$ cat config.mk
export PLATFORM = sky130hd
export DESIGN_NAME = eth_fcs_inserter
export DESIGN_NICKNAME = d
export VERILOG_FILES = /design/src/rtl/eth_fcs_inserter.sv
export SDC_FILE = /design/constraint.sdc
export NUM_CORES = 1
export LEC_CHECK = 0
export CAP_MARGIN = 20
export CORE_MARGIN = 5
export CORE_UTILIZATION = 38
export DETAILED_ROUTE_END_ITERATION = 10
export PLACE_DENSITY = 0.63
export SETUP_SLACK_MARGIN = 0.1
export SLEW_MARGIN = 20
export SYNTH_ARGS = -nofsm -noshare
export SYNTH_HDL_FRONTEND = slang
export SYNTH_SLANG_ARGS = --single-unit
$ cat constraint.sdc
create_clock -name clk -period 3.8 [get_ports clk]
set_clock_uncertainty 0.15 [all_clocks]
set_input_delay 0.76 -clock clk [delete_from_list [all_inputs] [get_ports clk]]
set_output_delay 0.76 -clock clk [all_outputs]
set_load 0.01 [all_outputs]
$ cat src/rtl/eth_fcs_inserter.sv
// eth_fcs_inserter: transmit-side frame sequencer for the simple GEMAC.
// Passes an outbound frame through and appends the 4-byte Ethernet FCS.
// Optional feature macro: ETH_FCS_PAD_EN.
// When ETH_FCS_PAD_EN is defined, frames shorter than MIN_LEN bytes are
// zero-padded up to MIN_LEN before the FCS is appended.
// Also contains the `crc` module: a byte-wide reflected CRC-32 register.

// Byte-wide Ethernet CRC-32 (reflected, poly 0xEDB88320, init all ones).
// crc_out presents the complemented CRC in wire order: [31:24] is the
// first FCS byte on the wire. match flags the good-frame residue after a
// whole frame including its FCS has been absorbed.
module crc (
    input  logic        clk,
    input  logic        clear,
    input  logic        calc,
    input  logic [7:0]  data,
    output logic [31:0] crc_out,
    output logic        match
);

    logic [31:0] crc_q;
    logic [31:0] crc_d;
    logic [31:0] crc_inv_s;

    // Advance a reflected CRC-32 state by one byte, LSB first.
    function automatic logic [31:0] crc32_byte(input logic [31:0] c_in,
                                               input logic [7:0]  d_in);
        logic [31:0] c;
        logic        fb;
        c = c_in;
        for (int i = 0; i < 8; i++) begin
            fb = c[0] ^ d_in[i];
            c  = {1'b0, c[31:1]} ^ (fb ? 32'hEDB8_8320 : 32'h0000_0000);
        end
        return c;
    endfunction

    // Next-state: clear has priority over calc; otherwise hold.
    always_comb begin
        crc_d = crc_q;
        if (clear) begin
            crc_d = 32'hFFFF_FFFF;
        end else if (calc) begin
            crc_d = crc32_byte(crc_q, data);
        end else begin
            crc_d = crc_q;
        end
    end

    // CRC state register.
    always_ff @(posedge clk) begin
        crc_q <= crc_d;
    end

    assign crc_inv_s = ~crc_q;
    assign crc_out   = {crc_inv_s[7:0], crc_inv_s[15:8],
                        crc_inv_s[23:16], crc_inv_s[31:24]};
    assign match     = (crc_q == 32'hDEBB_20E3);

endmodule

module eth_fcs_inserter #(
    parameter int unsigned MIN_LEN = 60
) (
    input  logic       clk,
    input  logic       reset,
    input  logic [7:0] in_data,
    input  logic       in_valid,
    input  logic       in_last,
    output logic       in_ready,
    output logic [7:0] out_data,
    output logic       out_valid,
    output logic       out_last,
    input  logic       out_ready
);

    localparam logic [1:0] ST_DATA = 2'd0;
`ifdef ETH_FCS_PAD_EN
    localparam logic [1:0] ST_PAD  = 2'd1;
`endif
    localparam logic [1:0] ST_FCS  = 2'd2;

    // MIN_LEN must fit the 6-bit length counter.
    if ((MIN_LEN < 1) || (MIN_LEN > 63)) begin : g_min_len_range
        $error("eth_fcs_inserter: MIN_LEN must be in 1..63");
    end

    logic [1:0]  state_q;
    logic [1:0]  state_d;
    logic [1:0]  fcs_idx_q;
    logic [1:0]  fcs_idx_d;
    logic        frame_end_s;
    logic        crc_calc_s;
    logic        crc_clear_s;
    logic [31:0] crc_out_s;
    logic        crc_match_s;

`ifdef ETH_FCS_PAD_EN
    localparam logic [6:0] MIN_LEN_L = 7'(MIN_LEN);
    logic [5:0] len_q;
    logic [5:0] len_d;
    logic [6:0] len_inc_s;

    // Widened increment so the compare against MIN_LEN never wraps.
    assign len_inc_s = {1'b0, len_q} + 7'd1;
`endif

    // Sequencer: output muxing, handshake and next-state decisions.
    always_comb begin
        state_d     = state_q;
        fcs_idx_d   = fcs_idx_q;
        frame_end_s = 1'b0;
        crc_calc_s  = 1'b0;
        in_ready    = 1'b0;
        out_valid   = 1'b0;
        out_data    = 8'h00;
        out_last    = 1'b0;
`ifdef ETH_FCS_PAD_EN
        len_d       = len_q;
`endif
        case (state_q)
            ST_DATA: begin
                out_data   = in_data;
                out_valid  = in_valid;
                in_ready   = out_ready;
                crc_calc_s = in_valid & out_ready;
                if (in_valid && out_ready) begin
`ifdef ETH_FCS_PAD_EN
                    // Saturate at MIN_LEN so long frames never wrap.
                    if (len_inc_s <= MIN_LEN_L) begin
                        len_d = len_inc_s[5:0];
                    end else begin
                        len_d = len_q;
                    end
                    if (in_last) begin
                        if (len_inc_s < MIN_LEN_L) begin
                            state_d = ST_PAD;
                        end else begin
                            state_d   = ST_FCS;
                            fcs_idx_d = 2'd0;
                        end
                    end else begin
                        state_d = ST_DATA;
                    end
`else
                    if (in_last) begin
                        state_d   = ST_FCS;
                        fcs_idx_d = 2'd0;
                    end else begin
                        state_d = ST_DATA;
                    end
`endif
                end else begin
                    state_d = ST_DATA;
                end
            end
`ifdef ETH_FCS_PAD_EN
            ST_PAD: begin
                out_valid  = 1'b1;
                out_data   = 8'h00;
                crc_calc_s = out_ready;
                if (out_ready) begin
                    len_d = len_inc_s[5:0];
                    if (len_inc_s == MIN_LEN_L) begin
                        state_d   = ST_FCS;
                        fcs_idx_d = 2'd0;
                    end else begin
                        state_d = ST_PAD;
                    end
                end else begin
                    state_d = ST_PAD;
                end
            end
`endif
            ST_FCS: begin
                out_valid = 1'b1;
                out_last  = (fcs_idx_q == 2'd3);
                case (fcs_idx_q)
                    2'd0:    out_data = crc_out_s[31:24];
                    2'd1:    out_data = crc_out_s[23:16];
                    2'd2:    out_data = crc_out_s[15:8];
                    2'd3:    out_data = crc_out_s[7:0];
                    default: out_data = 8'h00;
                endcase
                if (out_ready) begin
                    if (fcs_idx_q == 2'd3) begin
                        frame_end_s = 1'b1;
                        fcs_idx_d   = 2'd0;
                        state_d     = ST_DATA;
`ifdef ETH_FCS_PAD_EN
                        len_d       = 6'd0;
`endif
                    end else begin
                        fcs_idx_d = fcs_idx_q + 2'd1;
                        state_d   = ST_FCS;
                    end
                end else begin
                    state_d = ST_FCS;
                end
            end
            default: begin
                state_d   = ST_DATA;
                fcs_idx_d = 2'd0;
            end
        endcase
    end

    // State registers with synchronous reset.
    always_ff @(posedge clk) begin
        if (reset) begin
            state_q   <= ST_DATA;
            fcs_idx_q <= 2'd0;
`ifdef ETH_FCS_PAD_EN
            len_q     <= 6'd0;
`endif
        end else begin
            state_q   <= state_d;
            fcs_idx_q <= fcs_idx_d;
`ifdef ETH_FCS_PAD_EN
            len_q     <= len_d;
`endif
        end
    end

    // Clearing at frame-end readies the CRC for the next frame's first byte.
    assign crc_clear_s = reset | frame_end_s;

    crc u_crc (
        .clk     (clk),
        .clear   (crc_clear_s),
        .calc    (crc_calc_s),
        .data    (out_data),
        .crc_out (crc_out_s),
        .match   (crc_match_s)
    );

    // The good-frame residue flag is only meaningful on a receive path.
    logic unused_s;
    assign unused_s = crc_match_s;

endmodule

# Word level (Yosys, flattened, before mapping)

Index checks and enable logic that the tools add are counted.
Widths: inputs -> output; s select.

$add $sub $neg: 1
Multipliers: 0
Divide/modulo/power cells: 0
$lt $le $gt $ge: 0
Equality and inequality tests: 7
Shift-type cells: 0
Muxes and demuxes: 27
Bitwise operators: 19
Reductions and logical operators: 4

Operators with widths:

| cell                | count |
|---|---|
| $mux 32             | 8 |
| $xor 31x32->32      | 8 |
| $not 32->32         | 1 |
| $pmux 8 s4          | 1 |
| $mux 2              | 8 |
| $pmux 8 s2          | 1 |
| $pmux 2 s2          | 2 |
| $xor 1x1->1         | 8 |
| $eq 2x2->1 const B  | 3 |
| $mux 1              | 6 |
| $ne 2x2->1 const B  | 3 |
| $logic_not 2->1     | 2 |
| $reduce_and 3->1    | 1 |
| $add 2x1->2 const B | 1 |
| $eq 2x1->1 const B  | 1 |
| $pmux 1 s2          | 1 |
| $and 1x1->1         | 1 |
| $logic_and 1x1->1   | 1 |
| $or 1x1->1          | 1 |

Flip-flop bits (word level): 36
Bits in latches: 0
Memory bits (writable): 0
Memory bits (read-only): 0
Bits of input ports: 13
Output and inout bits: 11
Logic and storage cells: 61
Memories kept: 0

# Longest topological paths before layout

Depth in word-level cells: 27
Depth in mapped cells: 11
Mapped depth without buffers: 9

# Hierarchy

A second synthesis with hierarchy kept.

Cells, all modules: 290
Area total of the unflattened synthesis: 2,573.7 um2

Modules (own cells, without submodules):

| module           | instances | cells each | area an instance (um2) | seq. area each (um2) |
|---|---|---|---|---|
| crc              | 1         | 225        | 2,095.8                | 640.6 |
| eth_fcs_inserter | 1         | 65         | 478.0                  | 60.1 |

# Least setup slack after synthesis

No wires, ideal clock.

Kind: register -> register
Start: register fcs_idx_q[0]
End: register u_crc.crc_q[13]
Library setup time: 0.130 ns
Data arrival time: 2.282 ns
Required time: 3.520 ns
Slack: 1.237 ns
Stages on the path, launching flop included: 12
Buffers on the path: 2
Clock period less this slack: 2.563 ns
Cell sequence: dfxtp_1 > inv_1 > ha_1 > buf_4 > nand2b_4 > buf_6 > a31oi_1 > o32ai_4 > xnor2_2 > xor2_1 > xor2_1 > o21ai_0

Cells in the longest elaborated chain, start to end: 13
Elaborated cells between the ends (all ways): 24
Classes of those cells: eq/ne: 3; mux: 8; bitwise: 12; reduce/logical: 1

Ends and longest elaborated chain:

| element                                  | RTL line | RTL |
|---|---|---|
| start, declared                          | 90       | `logic [1:0] fcs_idx_q;` |
| start signal, assigned                   | 218      | `fcs_idx_q <= fcs_idx_d;` |
| $eq 2x2->1, or another cell as far along | 178, 186 |  |
| $pmux 8 s4                               | 178      | `case (fcs_idx_q)` |
| $pmux 8 s2                               | 121      | `case (state_q)` |
| $xor 1x1->1                              | 32       | `fb = c[0] ^ d_in[i];` |
| $mux 32                                  | 33       | `c = {1'b0, c[31:1]} ^ (fb ? 32'hEDB8_8320 : 32'h0000_0000);` |
| $xor 31x32->32 (8 in a row)              | 33       |  |
| end signal, assigned                     | 52       | `crc_q <= crc_d;` |
| end, declared                            | 21       | `logic [31:0] crc_q;` |

Parallel ways exist; a longest one is shown, timed or not.
A chain may end at the register's enable or synchronous reset.

# Final worst setup path

Start: input port out_ready
End: output port in_ready

Cells in the longest elaborated chain, start to end: 1

Ends and longest elaborated chain:

| element         | RTL line | RTL |
|---|---|---|
| start, declared | 74       | `input logic out_ready` |
| $mux 1          | 121      |  |
| end, declared   | 70       | `output logic in_ready,` |

No other way between the ends.

==> summary.txt <==
worst slew pin tran: 0.5717 ns
number of distinct library cells after synthesis: 33
post-layout util: 0.4508
I/O pin count: 24
post-detailed-route via-to-cell ratio: 5.124
worst rel slew slack: 0.6189
area of the mapped netlist: 0.002663 mm2
VDD IR-drop max: 150.8 uV
number of hold-slack violations in the final timing report: 0
overall power after layout: 1.241 mW
initial standard-cell utilization of the core: 0.3919
post-synthesis simple-gate area fraction: 0.2321
DR DRC count: 0
Largest stage delay, worst path: 0.60 ns
nature of the critical path endpoint: output pin
cell breakdown of the critical path: clkdlybuf4s50_1 > nor2b_1 > clkdlybuf4s50_1
Num Clock Sinks: 35
Min-Delay Path Class: reg -> reg
count of buffers from port buffering: 23
main area contributors after synthesis: dfxtp_1 (26%), xnor2_1 (12%), o32ai_4 (7.2%)
post-DR wirelength/cell: 14.88 um
post-layout instance count excluding filler cells: 420
total instance count after detailed placement: 414
final worst-path cycle share: 0.8110
total of cells resized after clock tree synthesis: 0
reg-to-reg critical path startpoint: fcs_idx_q[1]
Via Count: 2152
Post-Synth XOR/XNOR Area: 0.2279
area fraction of the dominant cell type after synthesis: 0.2632
list of most frequent post-synthesis cells: nand2_1 (44), xnor2_1 (37), dfxtp_1 (35)
cell leakage power: 1.176 nW
fraction of layout cells with a size suffix above 1: 0.08951
Post-synth EDFFs: 0
root buffer cell: clkbuf_8
wire length of the first global-routing pass: 10.23 mm
Gate Count Post-Synth: 306
mux share of post-synthesis cell area: 0
signal arrival time at the worst endpoint: 2.17 ns
count of maximum capacitance violations: 0
unrepaired setup endpoints after global routing: false
Die Span Y: 93.71 um
PD cells: 405.1 mW/mm2
global route total overflow: 0
hold path startpoint: u_crc.crc_q[8]
asr flop ratio synth: 0
cell with the most instances after synthesis: nand2_1
area of the core: 0.006794 mm2
result of the run: complete, no violations
Clock Pin Slew Worst Setup and Hold Paths: 0.07 ns
leading area contributor after synthesis: dfxtp_1
maximum level of the CTS H-tree: 2
via count of the first global-routing pass: 2038
final critical-path required period: 3.082 ns
final non-filler cell area: 0.003063 mm2
Hold Buf Count CTS: 0
final setup vio count: 0
kind of critical path: in -> out
Inserted Clock Buffers: 5
CTS tree: done
setup slack after layout: 0.7182 ns
Post-Syn Area per Cell: 8.701 um2
area fraction in compound gates after synthesis: 0.2279
source of the critical timing path: out_ready
last weighted congestion value of the routability-driven placer: 0.8277
global-route usage over all layers: 0.1495
sequential fraction of the synthesis area: 0.2632
nets: 342
WHS: 0.3545 ns
First DRT Iteration DRCs: 103
largest net degree at the start of global routing: 29
synth warn: 0
Std-Cell Rows: 30
Worst-Skew Late Latency: 0.29 ns
Top FF cell, synth: dfxtp_1
maximum buffer depth of the clock tree: 2
combinational family with the most area after synthesis: simple AND/OR/NAND/NOR gates
number of buffers inserted by post-CTS setup repair: 0
initial antenna violation count: 0
Net Count, Synth: 323
Startpoint Class: input port
die boundary width: 93.71 um
critical path data required time: 2.89 ns
Antenna Violating Nets Remaining: 0
slowest CP cell: clkdlybuf4s50_1
largest driver fanout on the critical path: 8
Worst path most repeated cell: clkdlybuf4s50_1
Die Area: 0.008781 mm2
Post-DP Area: 0.002990 mm2
final sum of negative setup slack: 0 ns
area growth from synthesis to layout: 15.04%
adder and majority cell fraction of the synthesized area: 0.01880
half-perimeter wire length of the detailed placement result: 4.580 mm
Inserted Diodes: 0
worst-case setup slack after placement: 0.7312 ns
total wirelength of the detailed-routed design: 6.248 mm
DRT Pass-1 Iters: 4
max-slew violation count: 0
highest achievable clock rate: 324.5 MHz
flops & latches, synth: 35
-- path summary, 6_finish.rpt --
path                          end  slack [ns]  depth (start not counted)
setup / recovery         in_ready        0.72                          3
hold / removal     u_crc.crc_q[8]        0.35                          2
setup reg to reg  u_crc.crc_q[13]        0.73                          9
hold reg to reg    u_crc.crc_q[8]        0.35                          2
-- state kept, by name, indices dropped and copies added, names as in the netlist --
register	flops
u_crc.crc_q	32
fcs_idx_q	2
state_q	1
-- power breakdown --
group	internal [mW]	total (mW)	switching [mW]	leakage (nW)
sequential	0.407	0.448	0.0412	0.289
clock	0.122	0.254	0.132	0.0371
combinational	0.264	0.539	0.275	0.850
-- cell families after synthesis --
kind of cell               after synthesis
and+or+nand+nor                        116
buffers and inverters                   18
xor gates and xnor gates                62
AOI/OAI and AO/OA                       71
DFF                                     35
adders and majority gates                4
-- cells in the final DEF, fill, tap and decap left out --
cell type	count
nor2b_1	1
xnor2_1	37
inv_1	2
o211ai_1	25
and2_1	3
buf_4	4
o21ai_0	4
clkbuf_1	1
nand2b_4	1
nand2_1	44
o32ai_2	1
dfxtp_1	35
nand3_1	9
xnor2_2	2
xor2_1	18
a31o_2	1
xor2_2	4
ha_1	4
a31oi_1	10
buf_12	1
or2_2	2
a21oi_1	17
nand2b_1	24
xor2_4	1
or2b_1	8
clkdlybuf4s50_1	23
and4b_1	8
a311oi_1	1
o21ai_1	5
nor2_1	11
o32ai_4	7
nor3_1	5
clkbuf_8	5
-- layout make-up --
cell class,count,area (um2)
repair buffers,28,280.3
clock buffers,6,72.57
flip-flops and latches,35,700.7
fillers,639,3731
inverters,2,7.507
multi-input cells,253,1882
well taps,96,120.1
-- layer usage --
layer,wire (um),share of wire,global-route usage,up-vias
met3,186,0.030,0.02404,12
li1,-,-,-,1097
met1,2842,0.45,0.1797,1011
met5,0,0,0,-
met4,143,0.023,0.05174,0
met2,3075,0.49,0.2673,32
-- worst max-delay path: cells and delay by family --
family / cells / cell delay (ns)
buffers and inverters: 2 / 1.17
and+or+nand+nor: 1 / 0.24
Power figures use the tool's default switching activity.
